===== config.mk =====
export PLATFORM = sky130hd
export DESIGN_NAME = blueintegral_mat_arb
export DESIGN_NICKNAME = d
export VERILOG_FILES = /design/src/rtl/blueintegral_mat_arb.sv
export SDC_FILE = /design/constraint.sdc
export NUM_CORES = 1
export LEC_CHECK = 0
export CORE_AREA = 2 2 55 57
export DETAILED_ROUTE_END_ITERATION = 6
export DIE_AREA = 0 0 57 59
export HOLD_SLACK_MARGIN = 0.08
export PLACE_DENSITY = 0.74
export SYNTH_ARGS = -nofsm -noshare
export SYNTH_HDL_FRONTEND = slang
export SYNTH_SLANG_ARGS = --single-unit

===== constraint.sdc =====
create_clock -name clk -period 1.5 [get_ports clk]
set_input_delay 0.225 -clock clk [delete_from_list [all_inputs] [get_ports clk]]
set_output_delay 0.225 -clock clk [all_outputs]
set_load 0.1 [all_outputs]

===== src/rtl/blueintegral_mat_arb.sv =====
// Two-requester round-robin arbiter feeding a 2x2 boolean-operand matrix multiplier.
// Optional op_count handshake counter enabled by BLUEINTEGRAL_MAT_OPCOUNT_EN.
module blueintegral_mat_arb (
  input  logic       clk,
  input  logic       rst_n,
  input  logic [1:0] req_valid,
  output logic [1:0] req_ready,
  input  logic [7:0] req_data0,
  input  logic [7:0] req_data1,
  output logic       out_valid,
  input  logic       out_ready,
  output logic [7:0] out_data,
  output logic       out_id,
  output logic [7:0] op_count
);

  typedef enum logic [1:0] {IDLE, CALC, HOLD} state_e;

  state_e     state_q, state_d;
  logic       lastGrant_q, lastGrant_d;
  logic [7:0] opData_q, opData_d;
  logic       opId_q, opId_d;
  logic       outValid_q, outValid_d;
  logic [7:0] outData_q, outData_d;
  logic       outId_q, outId_d;
  logic       grantId;
  logic       anyValid;
  logic       handshake;

  // Packed operands: [7:4] = A00,A01,A10,A11 and [3:0] = B00,B01,B10,B11.
  function automatic logic [7:0] matMul(input logic [7:0] ab);
    logic a00, a01, a10, a11, b00, b01, b10, b11;
    {a00, a01, a10, a11, b00, b01, b10, b11} = ab;
    return {{1'b0, a00 & b00} + {1'b0, a01 & b10},
            {1'b0, a00 & b01} + {1'b0, a01 & b11},
            {1'b0, a10 & b00} + {1'b0, a11 & b10},
            {1'b0, a10 & b01} + {1'b0, a11 & b11}};
  endfunction

  assign anyValid  = |req_valid;
  assign handshake = (state_q == HOLD) && outValid_q && out_ready;

  // On a tie the requester not granted most recently wins.
  always_comb begin
    grantId = 1'b0;
    if (req_valid == 2'b10) begin
      grantId = 1'b1;
    end else if (req_valid == 2'b11) begin
      grantId = ~lastGrant_q;
    end
  end

  always_comb begin
    state_d     = state_q;
    lastGrant_d = lastGrant_q;
    opData_d    = opData_q;
    opId_d      = opId_q;
    outValid_d  = outValid_q;
    outData_d   = outData_q;
    outId_d     = outId_q;
    req_ready   = 2'b00;
    unique case (state_q)
      IDLE: begin
        if (anyValid && rst_n) begin
          req_ready[grantId] = 1'b1;
          lastGrant_d        = grantId;
          opData_d           = grantId ? req_data1 : req_data0;
          opId_d             = grantId;
          state_d            = CALC;
        end
      end
      CALC: begin
        outData_d  = matMul(opData_q);
        outId_d    = opId_q;
        outValid_d = 1'b1;
        state_d    = HOLD;
      end
      HOLD: begin
        if (handshake) begin
          outValid_d = 1'b0;
          state_d    = IDLE;
        end
      end
      default: state_d = IDLE;
    endcase
  end

  always_ff @(posedge clk or negedge rst_n) begin
    if (!rst_n) begin
      state_q     <= IDLE;
      lastGrant_q <= 1'b1;
      opData_q    <= 8'h00;
      opId_q      <= 1'b0;
      outValid_q  <= 1'b0;
      outData_q   <= 8'h00;
      outId_q     <= 1'b0;
    end else begin
      state_q     <= state_d;
      lastGrant_q <= lastGrant_d;
      opData_q    <= opData_d;
      opId_q      <= opId_d;
      outValid_q  <= outValid_d;
      outData_q   <= outData_d;
      outId_q     <= outId_d;
    end
  end

  assign out_valid = outValid_q;
  assign out_data  = outData_q;
  assign out_id    = outId_q;

`ifdef BLUEINTEGRAL_MAT_OPCOUNT_EN
  logic [7:0] opCount_q;

  always_ff @(posedge clk or negedge rst_n) begin
    if (!rst_n) begin
      opCount_q <= 8'h00;
    end else if (handshake) begin
      opCount_q <= opCount_q + 8'd1;
    end
  end

  assign op_count = opCount_q;
`else
  assign op_count = 8'h00;
`endif

endmodule


==> flow_summary.yaml <==
run_status:
  status: "finished, violations left"
  violations: "negative setup slack"
setup_path:
  critPathLaunchType: "register"
  worstPathArrival_ns: 1.43
  cp-end-kind: "output pin"
  crit_fanout: 2
  worstSetupPathType: "reg -> out"
  cp_data_required_time_ns: 1.27
cells_and_area:
  final_nets: 167
  mostFrequentLayoutCells: "dfrtp_1, clkdlybuf4s50_1, buf_4"
  diodes: 0
  area_delta_synth_final_pct: 55.8
  final_cells: 172
  final_cell_area_um2: 1750
  layout.cells.most_common: "dfrtp_1"
  drive_above_1_share_pct: 35.5
  post-route-util_pct: 64.7
die:
  fp-row-count: 19
  design.core.area_um2: 2710
  start_util_pct: 41.5
  fp.dieArea_um2: 3360
  fp.dieH_um: 59
  die_width_um: 57
  ios: 41
synthesis:
  async_flop_share_pct: 100
  ys_seq_area_share_pct: 49.1
  yosys.area.top_type: "dfrtp_1"
  yosys-top-cells-area: "dfrtp_1, mux2_2, buf_4, a2bb2oi_1, o32ai_1"
  synth_seq_cells: 22
  yosysWarnings: 0
  synthCells: 93
  syn_area_per_cell_um2: 12.1
  ys_types: 26
  synth_edf_count: 0
  synth_top_area_share_pct: 46.7
  synth_area_um2: 1120
  ys.flop_type: "dfrtp_1"
grt:
  grt_overflow: 0
  grt_max_degree: 23
  grt_usage_pct: 15.7
  grt_pass1_wl_um: 4150
  antenna_found_initial: 0
  grt_pass1_vias: 927
placed_design:
  portBuffers: 32
  dp_cells: 163
  dpl.hpwl_um: 1920
  pre_cts_ws_ns: -0.271
  place_congestion: 0.828
  placed_area_um2: 1670
timing:
  timing.fmax_mhz: 604
  drv_slew: 0
  finalCriticalPeriod_ns: 1.65
  rsz0062_at_grt: "true"
  hold_violations: 0
  tns_ns: -0.303
  setup_violations: 2
  holdWs_ns: 0.404
  fin_crit_sh_pct: 110
  clock_skew_ns: 0.00954
  setup_slack_ns: -0.155
route:
  drt-pass1-iter-count: 2
  routed_wl_um: 2580
  vias: 893
  drt-wirelength-per-cell_um: 15.0
  drtAntennaViolNets: 0
  drt-initial-drc-count: 12
  vias_per_cell: 5.19
  drc: 0
pwr:
  p_per_area_nw_per_um2: 2350
  max-vdd-ir-drop_uv: 2030
  p_leak_nw: 0.770
  finalPower_mw: 4.12
clock_network:
  clock-sinks: 22
  numCtsBuffers: 3
  clk_pin_slew_ns: 0.12
  h-tree-depth: 1
  cts_tree: "built"
  clk_latency_ns: 0.30
  clock_path_buffers: 2
  cts_root_buffer: "clkbuf_4"
run:
  cap_violations: 0
hold_path:
  hp-class: "in -> async"
-- logic make-up after synthesis --
logic type,synth area share [%]
mux,9.01
simple gates,10.3
fa+ha+maj,4.45
buf+inv,8.56
flops,49.1
other cells,0.333
compound gates,18.2
-- registers in the layout (all words and copies together), names as in the netlist --
signal       cells
opId_q           1
out_data         8
lastGrant_q      1
state_q          2
opData_q         8
out_valid        1
out_id           1
-- metal layers --
layer  track usage [%]  wire (um)
met2              27.4       1290
met5                 0          0
met4              2.99          0
met1              20.9       1150
met3              2.84        134
-- Yosys cell counts, drive strengths merged (2+ instances only) --
| library cell | count |
|---|---|
| o32ai | 8 |
| nand2 | 2 |
| ha | 4 |
| and2 | 8 |
| a2bb2oi | 8 |
| nor3b | 2 |
| mux2 | 9 |
| dfrtp | 21 |
| nor2b | 3 |
| buf | 12 |
| a21oi | 3 |
-- critical path, stage by stage (launching register included) --
cell and delay, ns:
dfrtp_2 0.45, buf_6 0.13, nor4b_4 0.33, buf_12 0.22
-- worst paths after layout --
check / start / depth (start not counted) / slack, ns / to
worst max-delay path: state_q[1]$_DFFE_PN0P_ / 3 / -0.15 / req_ready[1]
worst min-delay path: rst_n / 3 / 0.40 / out_data[7]$_DFFE_PN0P_
worst max register to register: state_q[1]$_DFFE_PN0P_ / 5 / 0.07 / out_data[5]$_DFFE_PN0P_
worst min register to register: opId_q$_DFFE_PN0P_ / 1 / 0.56 / out_id$_DFFE_PN0P_
max in group asynchronous: rst_n / 3 / 0.81 / lastGrant_q$_DFFE_PN1P_
min in group clk: req_valid[0] / 3 / 0.45 / lastGrant_q$_DFFE_PN1P_
-- what timing repair did --
action / CTS / global route
setup endpoints to repair: 2 / 12
cloned: 0 / 1
pin swaps: 2 / 0
gates resized for setup: 4 / 6
setup buffers: 4 / 0
hold buffers: 0 / 0
-- power by group --
part / switching (mW) / internal [mW]
combinational: 1.56 / 1.15
sequential: 0.267 / 0.877
clock: 0.166 / 0.103
total: 1.99 / 2.13
-- final cells by class --
cell class	instances	area [um2]
fillers	225	957
repair buffers	50	584
flip-flops and latches	22	553
multi-input cells	63	543
well taps	31	38.8
clock buffers	4	26.3
inverters	2	7.51
(Power assumes the default switching activity.)
==> RTL edit: new RTL, config.mk and constraints unchanged <==
`outData_q` no longer has a reset.
--- a/src/rtl/blueintegral_mat_arb.sv
+++ b/src/rtl/blueintegral_mat_arb.sv
@@ -94,3 +94,2 @@
       outValid_q  <= 1'b0;
-      outData_q   <= 8'h00;
       outId_q     <= 1'b0;
@@ -102,5 +101,8 @@
       outValid_q  <= outValid_d;
-      outData_q   <= outData_d;
       outId_q     <= outId_d;
     end
+  end
+
+  always_ff @(posedge clk) begin
+    outData_q <= outData_d;
   end
Behaviour: differs if rst_n is asserted again (counterexample within 4 cycles, from zero or initial values and one cycle with rst_n low); with rst_n held inactive, the same outputs for 10 cycles.
==> RTL edit against the unedited design <==
The flow still finishes with violations (negative setup slack). Die area stayed put. Sequential cell count stayed put. Cell area is 2.4% lower. Power is 18% lower. Count of clock-buffer cells in the layout is 1 lower. Worst setup slack worse by 5.0 ps. First-iteration DRC count is 67% higher. Critical path depth stayed put. Wire length is 5.9% lower. Area after synthesis is 4.6% lower. Critical endpoint unchanged. Largest power group unchanged.
==> RTL edit: results (changes against the unedited design) <==
Placement
  • Placer Congestion: 0.739 (-11%)
  • Dpl ws: -229 ps (+42.5 ps)
  • Hpwl dp: 1860 um (-3.2%)

Critical path
  • Crit path max fanout: 3 (+1)
  • R2R depth: 6 (+1)

Timing
  • Clk_skew: 4.30 ps (-5.24 ps)
  • Setup WS post-layout: -160 ps (-4.96 ps)
  • Final setup violation count: 2 (unchanged)

Synthesis
  • Distinct cell type count after synthesis: 28 (+7.7%)
  • Register area share after synthesis: 0.551 (+0.0607)
  • Adder-cell share of the synthesized area: 0.0466 (+0.00213)
  • Post-synth EDFFs: 8 (+8)
  • Ys async rst share: 0.636 (-0.364)
  • Synth cell count leaders: dfrtp_1, buf_4
  • Synth Area in Compound Gates: 0.191 (+0.00872)
  • Synth area leaders: dfrtp_1, edfxtp_1, a2bb2oi_1, o32ai_1, buf_4

GRT
  • Vias in the first global route: 885 (-4.5%)
  • Pin count of the biggest net entering global routing: 13 (-43%)
  • Total track usage: 0.158 (+0.000221)

Finish
  • Layout Nets: 160 (-4.2%)
  • Fill count: 219 (-2.7%)
  • Layout cells sized above 1: 0.306 (-0.0486)

Route
  • Final wirelength: 2420 um (-5.9%)
  • Vias post-DR: 858 (-3.9%)
  • Pre-Repair DR Iteration Count: 4 (+2)

Pwr
  • VDD IR-drop max: 1.33 mV (-34%)

Status
  • Failing checks: negative setup slack
  • Status: complete, but fails checks
[RTL edit: cell count changes after synthesis]
| cell | before | now |
|---|---|---|
| buf_6 | 0 | 1 |
| mux2_2 | 9 | 1 |
| buf_2 | 2 | 1 |
| dfrtp_1 | 21 | 13 |
| buf_4 | 10 | 9 |
| edfxtp_1 | 0 | 8 |
[RTL edit: area by class of cell]
cell class	instances	area [um^2]	area share
clock buffer	3	22.5	0.0132
multi-input combinational	55	448	0.262
tap	31	38.8	0.0227
inverter	2	7.51	0.00439
timing repair buffer	51	597	0.349
sequential	22	593	0.347
clock inverter	1	3.75	0.00219
[RTL edit: layer usage]
layer	wire [um]	up-vias	GRT usage
li1	-	406	-
met1	969	414	0.165
met2	1310	32	0.300
met3	77	6	0.0109
met4	68	0	0.106
met5	0	-	0
[RTL edit: stage by stage]
stage	hold WS [ps]	cells	area, um^2
6_report	403	165	1710
5_1_grt	403	165	1710
4_1_cts	402	165	1710
3_5_place_dp	530	157	1640
3_3_place_gp	516	157	1640
2_1_floorplan	-70.6	91	1140
[RTL edit: final timing paths]
path	start	to	slack, ps
setup reg to reg	state_q[1]$_DFFE_PN0P_	opData_q[6]$_DFFE_PN0P_	90
min in group asynchronous	rst_n	state_q[1]$_DFFE_PN0P_	500
hold / removal	req_valid[0]	lastGrant_q$_DFFE_PN1P_	400
max in group asynchronous	rst_n	lastGrant_q$_DFFE_PN1P_	710
setup / recovery	lastGrant_q$_DFFE_PN1P_	req_ready[1]	-160
hold reg to reg	opId_q$_DFFE_PN0P_	out_id$_DFFE_PN0P_	550
[RTL edit: critical path: stages (launching register included)]
cell and delay [ps]:
dfstp_2 400, a21bo_4 220, nor4b_4 300, buf_12 210
[RTL edit: power breakdown]
group	total [W]	switching (W)	internal [W]	leakage [nW]
registers	0.00113	0.000197	0.000935	0.234
clock network	0.000263	0.000166	0.0000971	0.0154
logic	0.00199	0.00115	0.000840	0.470
total	0.00338	0.00151	0.00187	0.719
[RTL edit: kinds of logic (layout without fill, tap and decap cells)]
group / count (synthesis) / in the layout
AOI/OAI and AO/OA: 25 / 25
adders and majority gates: 4 / 4
buffers and inverters: 14 / 57
DFF: 22 / 22
muxes: 1 / 1
other: 1 / 8
and+or+nand+nor: 17 / 17
[RTL edit: repair_timing]
item,4_1_cts,5_1_grt
setup endpoints to repair,2,2
gates resized for setup,5,0
pin swaps,2,0
hold buffers,2,0
setup buffers,2,0
endpoints found under the hold margin,13,0
